<file path="config.mk">
export PLATFORM = sky130hd
export DESIGN_NAME = mux_scan_sequencer
export DESIGN_NICKNAME = d
export VERILOG_FILES = /design/src/rtl/tpm_mux_pkg.sv /design/src/rtl/mux_addr_demap.sv /design/src/rtl/mux_scan_sequencer.sv
export SDC_FILE = /design/constraint.sdc
export NUM_CORES = 1
export LEC_CHECK = 0
export BUFFER_PORTS_ARGS = -buffer_cell sky130_fd_sc_hd__buf_4
export CAP_MARGIN = 0
export CORE_ASPECT_RATIO = 1.5
export CORE_MARGIN = 5
export CORE_UTILIZATION = 55
export CTS_BUF_LIST = sky130_fd_sc_hd__clkbuf_4 sky130_fd_sc_hd__clkbuf_8
export CTS_CLUSTER_DIAMETER = 60
export DETAILED_ROUTE_END_ITERATION = 8
export MAX_ROUTING_LAYER = met4
export PLACE_DENSITY = 0.81
export SLEW_MARGIN = 5
export SYNTH_ARGS = -nofsm -noshare
export SYNTH_HDL_FRONTEND = slang
export SYNTH_HIERARCHICAL = 1
export SYNTH_SLANG_ARGS = --single-unit
</file>
<file path="constraint.sdc">
create_clock -name clock -period 2.2 [get_ports clock]
set_input_delay 0.33 -clock clock [delete_from_list [all_inputs] [get_ports clock]]
set_output_delay 0.33 -clock clock [all_outputs]
set_load 0.02 [all_outputs]
</file>
<file path="src/rtl/tpm_mux_pkg.sv">
// Shared definitions for the 32-channel analog mux front end.
// The logical<->physical address mapping lives here. The remap and demap
// directions are defined side by side so that they cannot drift apart.
package tpm_mux_pkg;

  localparam int NUM_CH = 32;
  localparam int ADDR_W = 5;
  localparam int HALF   = 16;

  typedef enum logic [1:0] {
    ST_IDLE    = 2'd0,
    ST_SETTLE  = 2'd1,
    ST_CONVERT = 2'd2,
    ST_HOLD    = 2'd3
  } state_t;

  // Logical channel -> physical mux address.
  // Channels 0..15 sit on the upper bank. Channels 16..31 are wired in reverse on the lower bank.
  function automatic logic [ADDR_W-1:0] remap(input logic [ADDR_W-1:0] chan);
    if (chan < ADDR_W'(HALF)) remap = chan + ADDR_W'(HALF);
    else                      remap = ADDR_W'(NUM_CH - 1) - chan;
  endfunction

  // Physical mux address -> logical channel (inverse of remap).
  function automatic logic [ADDR_W-1:0] demap(input logic [ADDR_W-1:0] addr);
    if (addr >= ADDR_W'(HALF)) demap = addr - ADDR_W'(HALF);
    else                       demap = ADDR_W'(NUM_CH - 1) - addr;
  endfunction

endpackage

</file>
<file path="src/rtl/mux_addr_demap.sv">
// Combinational translation of the physical mux address to the logical channel index.
// This is a separate module so that the mapping can be exercised on its own.
module mux_addr_demap
  import tpm_mux_pkg::*;
(
  input  logic [ADDR_W-1:0] addr,
  output logic [ADDR_W-1:0] chan
);

  assign chan = demap(addr);

endmodule

</file>
<file path="src/rtl/mux_scan_sequencer.sv">
// Scan sequencer for the 32-channel analog mux front end.
// For each physical address it steps A, waits for the analog path to settle, and strobes one ADC conversion.
// It then hands the result downstream, tagged with the logical channel index.
// Once a sample is presented, A is frozen until the sample is accepted. Downstream backpressure therefore never
// causes a sample to be lost or mislabelled.
module mux_scan_sequencer
  import tpm_mux_pkg::*;
#(
  parameter int ADC_W         = 12,
  parameter int SETTLE_CYCLES = 8,
  parameter int ADC_TIMEOUT   = 255
) (
  input  logic              clock,
  input  logic              reset,
  input  logic              start,
  input  logic              continuous,
  input  logic              stop,
  output logic [ADDR_W-1:0] A,
  output logic              CS2,
  output logic              CS3,
  output logic              CS4,
  output logic              adc_start,
  input  logic              adc_done,
  input  logic [ADC_W-1:0]  adc_data,
  output logic              sample_valid,
  input  logic              sample_ready,
  output logic [ADC_W-1:0]  sample_data,
  output logic [ADDR_W-1:0] sample_chan,
  output logic              frame_done,
  output logic              busy,
  output logic              adc_err
);

  // Each counter only has to hold its reload value, which is one less than the programmed cycle count.
  localparam int SETTLE_W = (SETTLE_CYCLES > 1) ? $clog2(SETTLE_CYCLES) : 1;
  localparam int TMO_W    = (ADC_TIMEOUT > 1)   ? $clog2(ADC_TIMEOUT)   : 1;
  localparam logic [SETTLE_W-1:0] SETTLE_LOAD = SETTLE_W'(SETTLE_CYCLES - 1);
  localparam logic [TMO_W-1:0]    TMO_LOAD    = TMO_W'(ADC_TIMEOUT - 1);
  localparam logic [ADDR_W-1:0]   LAST_ADDR   = ADDR_W'(NUM_CH - 1);

  state_t              state;
  logic [SETTLE_W-1:0] settle_cnt;
  logic [TMO_W-1:0]    tmo_cnt;
  logic [ADDR_W-1:0]   addr_chan;
  logic                advance;

  // All three bank chip selects stay asserted (active low) for the whole scan.
  assign CS2  = 1'b0;
  assign CS3  = 1'b0;
  assign CS4  = 1'b0;
  assign busy = (state != ST_IDLE);

  mux_addr_demap u_demap (
    .addr (A),
    .chan (addr_chan)
  );

  // Leave the current address: either its sample was accepted, or the ADC timed out on it.
  // A conversion result that arrives in the expiry cycle wins over the timeout.
  always_comb begin
    // NOTE: assign every always_comb output at the top so that no path leaves it unassigned, which would infer a latch.
    advance = 1'b0;
    if (state == ST_CONVERT && !adc_done && tmo_cnt == '0) advance = 1'b1;
    if (state == ST_HOLD && sample_ready)                  advance = 1'b1;
  end

  // Scan FSM: settle, convert, hold the sample, then move to the next address or stop.
  // NOTE: registered state uses non-blocking assignments so that every right-hand side sees pre-edge values.
  always_ff @(posedge clock or posedge reset) begin
    if (reset) begin
      state        <= ST_IDLE;
      A            <= '0;
      settle_cnt   <= '0;
      tmo_cnt      <= '0;
      adc_start    <= 1'b0;
      sample_valid <= 1'b0;
      sample_data  <= '0;
      sample_chan  <= '0;
      frame_done   <= 1'b0;
      adc_err      <= 1'b0;
    end else begin
      adc_start  <= 1'b0;
      frame_done <= 1'b0;

      case (state)
        ST_IDLE: begin
          if (start) begin
            A          <= '0;
            settle_cnt <= SETTLE_LOAD;
            adc_err    <= 1'b0;
            state      <= ST_SETTLE;
          end
        end
        ST_SETTLE: begin
          if (settle_cnt == '0) begin
            adc_start <= 1'b1;
            tmo_cnt   <= TMO_LOAD;
            state     <= ST_CONVERT;
          end else begin
            settle_cnt <= settle_cnt - 1'b1;
          end
        end
        ST_CONVERT: begin
          if (adc_done) begin
            sample_data  <= adc_data;
            sample_chan  <= addr_chan;
            sample_valid <= 1'b1;
            state        <= ST_HOLD;
          end else if (tmo_cnt == '0) begin
            adc_err <= 1'b1;
          end else begin
            tmo_cnt <= tmo_cnt - 1'b1;
          end
        end
        ST_HOLD: begin
          if (sample_ready) sample_valid <= 1'b0;
        end
        default: state <= ST_IDLE;
      endcase

      // The advance rules are shared by an accepted sample and a timed-out conversion.
      // These assignments deliberately override the state update made in the case statement above.
      if (advance) begin
        if (A == LAST_ADDR) begin
          frame_done <= 1'b1;
          if (continuous && !stop) begin
            A          <= '0;
            settle_cnt <= SETTLE_LOAD;
            state      <= ST_SETTLE;
          end else begin
            state <= ST_IDLE;
          end
        end else if (stop) begin
          state <= ST_IDLE;
        end else begin
          A          <= A + 1'b1;
          settle_cnt <= SETTLE_LOAD;
          state      <= ST_SETTLE;
        end
      end
    end
  end

endmodule
</file>
### Word level (Yosys, flattened, before mapping)

Cells that the tools add are included.

* register bits after elaboration: 39
* input port bits: 19
* output and inout port bits: 30

* $add $sub $neg: 5
* $lt $le $gt $ge: 1
* equality and inequality tests: 14
* muxes and demuxes: 39
* reduce and logical (&&, ||, !) cells: 19

Operator list (number)
* 5-bit two-way mux: 7
* 8-bit two-way mux: 3
* 3-bit two-way mux: 6
* 8-bit case mux with 2 select lines: 1
* 1-bit two-way mux: 13
* 2-bit != test (second input constant): 6
* 4-bit AND reduction: 3
* 2-bit two-way mux: 5
* 3-bit != test (second input constant): 3
* 8-bit logical NOT: 1
* 2-bit nonzero test: 4
* 8-bit by 1-bit subtractor with 8-bit output (second input constant): 1
* 2-bit case mux with 3 select lines: 1
* 3-bit case mux with 2 select lines: 1
* 5-bit by 1-bit adder with 5-bit output (second input constant): 1
* 5-bit == test (second input constant): 1
* 5-bit greater-or-equal comparator (second input constant): 1
* 5-bit subtractor (first input constant): 1
* 5-bit subtractor (second input constant): 1
* 2-bit == test (second input constant): 2
* 1-bit logical AND: 4
* 1-bit case mux with 2 select lines: 2
* 4-bit nonzero test: 1
* 3-bit logical NOT: 1
* 7 further kinds: 8

### Logic depth before layout (Yosys ltp)

Gate-level depths: netlist of the first run.

* depth after elaboration: 7
* mapped depth: 7
* gate-level depth less buffers: 7

### Hierarchy

The synthesis of the first run kept the hierarchy.

Modules (own cells, without submodules)
* mux_scan_sequencer: instances 1, cells an instance 191, area an instance 2053.2 um^2, seq. area each 975.9 um^2
* mux_addr_demap: instances 1, cells an instance 6, area an instance 50.0 um^2, seq. area each 0.0 um^2

### Worst setup path before layout of the first run

No wires, ideal clock.

* path type: register -> register
* start: register state[0]
* end: register tmo_cnt[1]
* library setup time: 0.128 ns
* arrival time: 1.920 ns
* data required time: 2.072 ns
* setup slack: 0.152 ns
* stages on the path, launching flop included: 8
* path buffers: 1
* clock period less this slack: 2.048 ns
* path through: dfrtp_1 -> inv_1 -> ha_1 -> clkbuf_1 -> nand4bb_1 -> o221ai_4 -> nand2b_1 -> mux2_1

* word-level cells in the longest chain between the ends: 3

Ends and longest elaborated chain
* start: declaration: line mux_scan_sequencer.sv:41 `state_t state;`
* start signal: assignment: line mux_scan_sequencer.sv:71 `state <= ST_IDLE;`
* start signal: assignment: line mux_scan_sequencer.sv:91 `state <= ST_SETTLE;`
* start signal: assignment: line mux_scan_sequencer.sv:98 `state <= ST_CONVERT;`
* 2-bit by 1-bit == test with 1-bit output / 2-bit == test (equally long branches): line mux_scan_sequencer.sv:85 `case (state)`
* 2-bit != test (no line) / 2-bit nonzero test (equally long branches)
* 4-bit AND reduction (no line)
* end signal: assignment: line mux_scan_sequencer.sv:112 `tmo_cnt <= tmo_cnt - 1'b1;`
* end: declaration: line mux_scan_sequencer.sv:43 `logic [TMO_W-1:0] tmo_cnt;`

Several ways; a longest one is shown, not always the timed one.
A chain may end at the register's enable or synchronous reset.

### Worst setup path in the final report of the first run

* start: register tmo_cnt[2]
* end: register tmo_cnt[1]

* word-level cells in the longest chain between the ends: 3

Ends and longest elaborated chain
* 8-bit logical NOT: line mux_scan_sequencer.sv:109 `end else if (tmo_cnt == '0) begin`
* 2-bit != test (no line)
* 4-bit AND reduction (no line)

Every way passes these cells.

==> results of run 1 <==
-- final cells by class --
class	count	area, µm²	area share
multi-input combinational	139	1030	0.3980
clock inverter	3	20.02	0.007737
tap	43	53.80	0.02079
timing repair buffer	52	390.4	0.1509
clock buffer	5	68.82	0.02660
inverter	13	48.80	0.01886
sequential	39	975.9	0.3772
-- state kept, by name, indices dropped and copies added (netlist names) --
name,flops
settle_cnt,3
sample_valid,1
adc_err,1
frame_done,1
sample_data,12
sample_chan,5
adc_start,1
tmo_cnt,8
state,2
A,5
-- critical path, cell delays in order (launching register included) --
cell	delay [ns]
dfrtp_1	0.42
or4_4	0.61
o221ai_4	0.32
nand2b_1	0.20
mux2_1	0.33
-- power by group through the flow --
stage	clock network (mW)	logic, mW	registers, mW
3_5_place_dp	0	1.74	1.18
5_1_grt	0.531	1.86	1.21
6_report	0.476	1.71	1.17
3_3_place_gp	0	1.68	1.16
2_1_floorplan	0	0.914	1.37
4_1_cts	0.491	1.74	1.17
-- layer usage --
layer	vias to the layer above	track usage	routed length, µm
met1	770	0.2039	1729
met2	46	0.3199	2365
met3	6	0.03614	238
met5	-	-	0
li1	792	-	-
met4	0	0.05325	57
-- cell usage after synthesis (2+ instances only) --
| cell | n | area share |
|---|---|---|
| nor2b_1 | 6 | 0.018 |
| a22oi_1 | 2 | 0.0071 |
| buf_6 | 2 | 0.011 |
| nand2_1 | 19 | 0.034 |
| inv_1 | 13 | 0.023 |
| a21oi_1 | 7 | 0.017 |
| clkbuf_1 | 3 | 0.0054 |
| or3_1 | 2 | 0.0059 |
| o31a_1 | 2 | 0.0083 |
| mux2i_1 | 5 | 0.024 |
| nor3_1 | 7 | 0.017 |
| xnor2_1 | 4 | 0.017 |
| o21ai_0 | 10 | 0.024 |
| dfrtp_1 | 39 | 0.46 |
| nor2_1 | 10 | 0.018 |
| nor4_1 | 3 | 0.0089 |
| mux2_2 | 17 | 0.091 |
| nand2b_1 | 3 | 0.0089 |
| ha_1 | 11 | 0.065 |
| nand4b_1 | 3 | 0.012 |
| nand3_1 | 4 | 0.0095 |
| buf_4 | 3 | 0.011 |
-- worst paths after layout --
check	from	end	slack [ns]	cells past startpoint
worst max-delay path	tmo_cnt[2]	tmo_cnt[1]	0.20	4
worst min-delay path	reset	tmo_cnt[6]	0.16	3
worst max register to register	tmo_cnt[2]	tmo_cnt[1]	0.20	4
worst min register to register	adc_err	adc_err	0.50	1
max in group asynchronous	reset	tmo_cnt[3]	1.69	3
min in group clock	adc_data[7]	sample_data[7]	0.27	2
-- kinds of logic (layout without fill, tap and decap cells) --
family                   count (synthesis)  count (layout)
XOR/XNOR                                 4               4
multiplexers                            23              23
flip-flops                              39              39
buffers and inverters                   21              73
AO/OA/AOI/OAI                           33              33
AND/OR/NAND/NOR                         65              65
other                                    1               3
adder cells (fa/ha/maj)                 11              11
-- stage by stage --
| stage | instances | instance area [µm²] |
|---|---|---|
| floorplan | 199 | 2111 |
| global placement | 286 | 2499 |
| detailed placement | 286 | 2499 |
| CTS | 294 | 2587 |
| global route | 294 | 2587 |
| finish | 294 | 2587 |
==> metrics.yaml, run 1 <==
synthesis:
  post_synth_xor_area_fraction: 0.01666
  yosys_cell_types: 44
  post_synth_and_or_nand_nor_area_fraction: 0.1636
  synth_area_per_cell_um2: 10.68
  ys_dominant_reg_cell: "dfrtp_1"
  mappedNetlistArea_um2: 2103
  asyncSetResetFlopFracSynth: 1.000
  synth-compound-area-share: 0.1184
  synth_cells: 197
  yosysWarningCount: 6
  postSynthRegisterBits: 39
  synth_top_family_by_area: "simple AND/OR/NAND/NOR gates"
  seq_area_frac_synth: 0.4640
  number_of_flops_mapped_to_enable_cells_by_yosys: 0
  synthAdderAreaFrac: 0.06544
  mux_contribution_to_synthesized_area: 0.1202
job:
  drv_cap: 0
timing:
  timing.final.crit_share: 0.9102
  timing.fmax_mhz: 499.4
  hold_violations: 0
  grt_setup_unrepaired: "no"
  slew_viol_final: 0
  count_of_endpoints_failing_setup_in_the_final_report: 0
  fin_skew_ns: 0.005756
  fin_crit_ns: 2.003
  setup_total_negative_slack_ns: 0
  final_critical_path_setup_slack_ns: 0.1975
  worst_hold_slack_ns: 0.1620
cells_and_area:
  final.fill_count: 280
  diodes: 0
  design.final.nets: 280
  finalCoreUtilization: 0.7027
  layout_commonest_cell: "buf_4"
  drive_gt1_frac: 0.3227
  final_cell_mix: "buf_4 (52), dfrtp_1 (39), nand2_1 (19), mux2_2 (17), inv_1 (13)"
  p_r_area_growth_vs_syn_pct: 23.02
worst_setup_path:
  critical_path_required_ns: 2.37
  crit_path_end_kind: "flip-flop"
  critPathMaxFanout: 9
  criticalPathCategory: "reg2reg"
  start_kind: "flip-flop"
  cp.arrival_ns: 2.17
power_and_ir_drop:
  switching_power_mw: 1.364
  part_of_the_power_in_registers: 0.348
  internal_power_mw: 1.995
  power.clock.fraction: 0.142
  share_comb_of_total_power: 0.510
  cellLeakagePower_nw: 1.171
  power.total_mw: 3.359
  power_density_nw_per_um2: 1298
  peakVddDrop_uv: 974.2
  p_sw_frac: 0.4060
floorplan:
  die-height_um: 85.74
  io-pin-count: 49
  fp-row-count: 27
  coreArea_um2: 3682
  start_util: 0.5712
  die_x_um: 60.49
  total_die_area_um2: 5186
clock_network:
  h-tree-depth: 2
  post-cts-setup-buffers: 0
  clockBufferDepth: 2
  insertion_delay_ns: 0.29
  holdBufCountCts: 0
  clock-sinks: 39
  clockRootBuffer: "clkbuf_8"
  post_cts_resized: 0
  cts_buffers: 5
  cts_tree: "yes"
  clk_pin_slew_worst_paths_ns: 0.08
drt:
  drc: 0
  routed_via_density: 5.490
  detail-route-antenna-nets: 0
  detail_route.first_pass.iterations: 4
  drt_first_iter_violations: 31
  routed-via-count: 1614
  routed_wl_um: 4390
  routedWlPerCell_um: 14.93
place:
  dpl_worst_slack_ns: 0.2115
  detailedPlacementHpwl_um: 3421
  place.gp.congestion: 0.8435
  placement.io_buffers: 45
global_routing:
  first_pass_grt_wire_length_um: 7065
  antenna_violations_before_repair: 0
  grt_overflow: 0
  first_global_vias: 1611
  grt_start_max_net_pins: 40
  grtUsageTotal: 0.1822
worst_hold_path:
  min_path_type: "in2async"
status:
  outcome: "complete, no violations"
Note: power is estimated with default switching activity, not from simulation.
==> inputs of run 2 (changes only) <==
--- a/config.mk
+++ b/config.mk
@@ -6,15 +6,14 @@
 export NUM_CORES = 1
 export LEC_CHECK = 0
 export BUFFER_PORTS_ARGS = -buffer_cell sky130_fd_sc_hd__buf_4
-export CAP_MARGIN = 0
+export CAP_MARGIN = 10
 export CORE_ASPECT_RATIO = 1.5
 export CORE_MARGIN = 5
-export CORE_UTILIZATION = 55
+export CORE_UTILIZATION = 35
 export CTS_BUF_LIST = sky130_fd_sc_hd__clkbuf_4 sky130_fd_sc_hd__clkbuf_8
 export CTS_CLUSTER_DIAMETER = 60
 export DETAILED_ROUTE_END_ITERATION = 8
 export MAX_ROUTING_LAYER = met4
-export PLACE_DENSITY = 0.81
 export SLEW_MARGIN = 5
 export SYNTH_ARGS = -nofsm -noshare
 export SYNTH_HDL_FRONTEND = slang
==> constraint.sdc (replaced) <==
create_clock -name clock -period 2.4 [get_ports clock]
set_input_delay 0.36 -clock clock [delete_from_list [all_inputs] [get_ports clock]]
set_output_delay 0.36 -clock clock [all_outputs]
set_load 0.02 [all_outputs]
==> run 2 against run 1 <==
Compared with the run above:
- global-route usage decreased by 4.8 points
- critical endpoint unchanged
- sequential share of layout area decreased by 0.65 points
- wire length increased by 8.8%
- via count increased by 1.2%
==> metrics.yaml, run 2 (synthesis gave the netlist of run 1 again) <==
status:
  outcome: "complete, no violations"
clock_network:
  h-tree-depth: 2  # unchanged
  holdBufCountCts: 0  # unchanged
  post-cts-setup-buffers: 0  # unchanged
  post_cts_resized: 0  # unchanged
  insertion_delay_ns: 0.29  # about the same
  clk_pin_slew_worst_paths_ns: 0.08  # about the same
  cts_tree: "yes"
  clockBufferDepth: 2  # unchanged
  clock-sinks: 39  # unchanged
  clockRootBuffer: "clkbuf_8"
  cts_buffers: 5  # unchanged
floorplan:
  die_x_um: 73.30  # +21%
  die-height_um: 104.9  # +22%
  coreArea_um2: 5828  # +58%
  total_die_area_um2: 7692  # +48%
  io-pin-count: 49  # unchanged
  start_util: 0.3609  # -0.2103
  fp-row-count: 34  # +26%
global_routing:
  antenna_violations_before_repair: 0  # unchanged
  first_pass_grt_wire_length_um: 7790  # +10%
  first_global_vias: 1627  # +0.99%
  grt_overflow: 0  # unchanged
  grt_start_max_net_pins: 40  # unchanged
  grtUsageTotal: 0.1343  # -0.04786
drt:
  route.met2.wl_um: 2500  # +5.7%
  detail-route-antenna-nets: 0  # unchanged
  drt_first_iter_violations: 57  # +84%
  routed_wl_um: 4777  # +8.8%
  routed-via-count: 1633  # +1.2%
  m1WireLength_um: 1941  # +12%
  routedWlPerCell_um: 14.88  # -0.34%
  detail_route.first_pass.iterations: 4  # unchanged
  drc: 0  # unchanged
  dr.max_layer_used: "met4"
  wl_met3_um: 214  # -10%
  routed_via_density: 5.087  # -7.3%
cells_and_area:
  drive_gt1_frac: 0.3173  # -0.005440
  final_cell_mix: "buf_4 (50), dfrtp_1 (39), nand2_1 (19), mux2_2 (17), inv_1 (13)"
  largest_reg_flops: 12  # unchanged
  layout_commonest_cell: "buf_4"
  p_r_area_growth_vs_syn_pct: 25.16
  design.final.nets: 278  # -0.71%
  diodes: 0  # unchanged
  largest-register: "sample_data"
  biggestRegsByFlops: "sample_data: 12 flops, tmo_cnt: 8 flops"
worst_setup_path:
  critical_path.max_stage_delay_ns: 0.61  # about the same
  crit_path_top_delay_cell: "or4_4"
  critical_path_required_ns: 2.57  # +0.20 ns
  sequence_of_cells_on_the_critical_path: "or4_4, o221ai_4, nand2b_1, mux2_1"
  cp.arrival_ns: 2.15  # -0.02 ns
  start_kind: "flip-flop"
  critPathMaxFanout: 9  # unchanged
  crit_path_end_kind: "flip-flop"
  criticalPathCategory: "reg2reg"
timing:
  hold_violations: 0  # unchanged
  grt_setup_unrepaired: "no"
  slew_viol_final: 0  # unchanged
  timing_worst_slew_pin_value_ns: 0.5052
  final_critical_path_setup_slack_ns: 0.4263  # +0.2289 ns
  timing.fmax_mhz: 506.7  # +1.5%
  maxSlewHeadroom: 0.6632
  fin_crit_ns: 1.974  # -0.02887 ns
  count_of_endpoints_failing_setup_in_the_final_report: 0  # unchanged
  timing.final.crit_share: 0.8224  # -0.08788
  setup_total_negative_slack_ns: 0  # unchanged
  fin_skew_ns: 0.007082  # +0.001326 ns
place:
  place.gp.congestion: 0.7969  # -5.5%
  dpl_worst_slack_ns: 0.4161  # +0.2047 ns
  detailedPlacementHpwl_um: 3579  # +4.6%
  placement.io_buffers: 45  # unchanged
power_and_ir_drop:
  cellLeakagePower_nw: 1.180  # +0.75%
  peakVddDrop_uv: 450.6  # -54%
  power_density_nw_per_um2: 1211  # -6.7%
job:
  drv_cap: 0  # unchanged
worst_hold_path:
  min_path_type: "in2async"
==> run 2: cell types whose count changed in the layout (fill, tap and decap cells not counted), sizes merged <==
cell,before,now
clkinv,1,2
clkinvlp,2,0
buf,52,50
bufinv,0,1
==> run 2: path summary, 6_finish.rpt <==
path | start | endpoint | slack (ns) | cells past startpoint
max | tmo_cnt[2] | tmo_cnt[1] | 0.43 | 4
min | reset | sample_data[5] | 0.19 | 3
max reg2reg | tmo_cnt[2] | tmo_cnt[1] | 0.43 | 4
min reg2reg | sample_data[0] | sample_data[0] | 0.51 | 1
max in group asynchronous | reset | A[2] | 1.85 | 3
min in group clock | adc_data[7] | sample_data[7] | 0.29 | 2
==> run 2: cell type report <==
type | instances | area, µm²
fillers | 563 | 3196
multi-input cells | 139 | 1030
flip-flops and latches | 39 | 975.9
repair buffers | 50 | 375.4
well taps | 72 | 90.09
clock buffers | 5 | 68.82
inverters | 13 | 48.80
clock inverters | 3 | 43.79
==> run 2: power breakdown <==
group,switching (mW),internal (mW)
registers,0.178,0.893
clock network,0.243,0.310
logic,0.838,0.726
==> run 2: layer usage <==
layer / vias up / global-route usage
met1: 788 / 0.1539
met2: 46 / 0.2202
met3: 8 / 0.03074
met5: - / -
met4: 0 / 0.05829
li1: 791 / -
==> run 2: worst max-delay path: cells and delay by family (launching register included) <==
family	cells	cell delay, ns
AO/OA/AOI/OAI	1	0.31
multiplexers	1	0.33
flip-flops	1	0.42
AND/OR/NAND/NOR	2	0.80
==> run 2: per-stage QoR <==
step / power [mW] / instance area (µm²) / util / hold slack (ns) / std cells
2_1_floorplan: 2.096 / 2111 / - / 0.4877 / 199
3_3_place_gp: 2.633 / 2520 / 0.4324 / 0.4830 / 313
3_5_place_dp: 2.671 / 2520 / 0.4324 / 0.4898 / 313
4_1_cts: 3.238 / 2633 / 0.4517 / 0.2112 / 321
5_1_grt: 3.434 / 2633 / 0.4517 / 0.2461 / 321
6_report: 3.188 / 2633 / 0.4517 / 0.1944 / 321
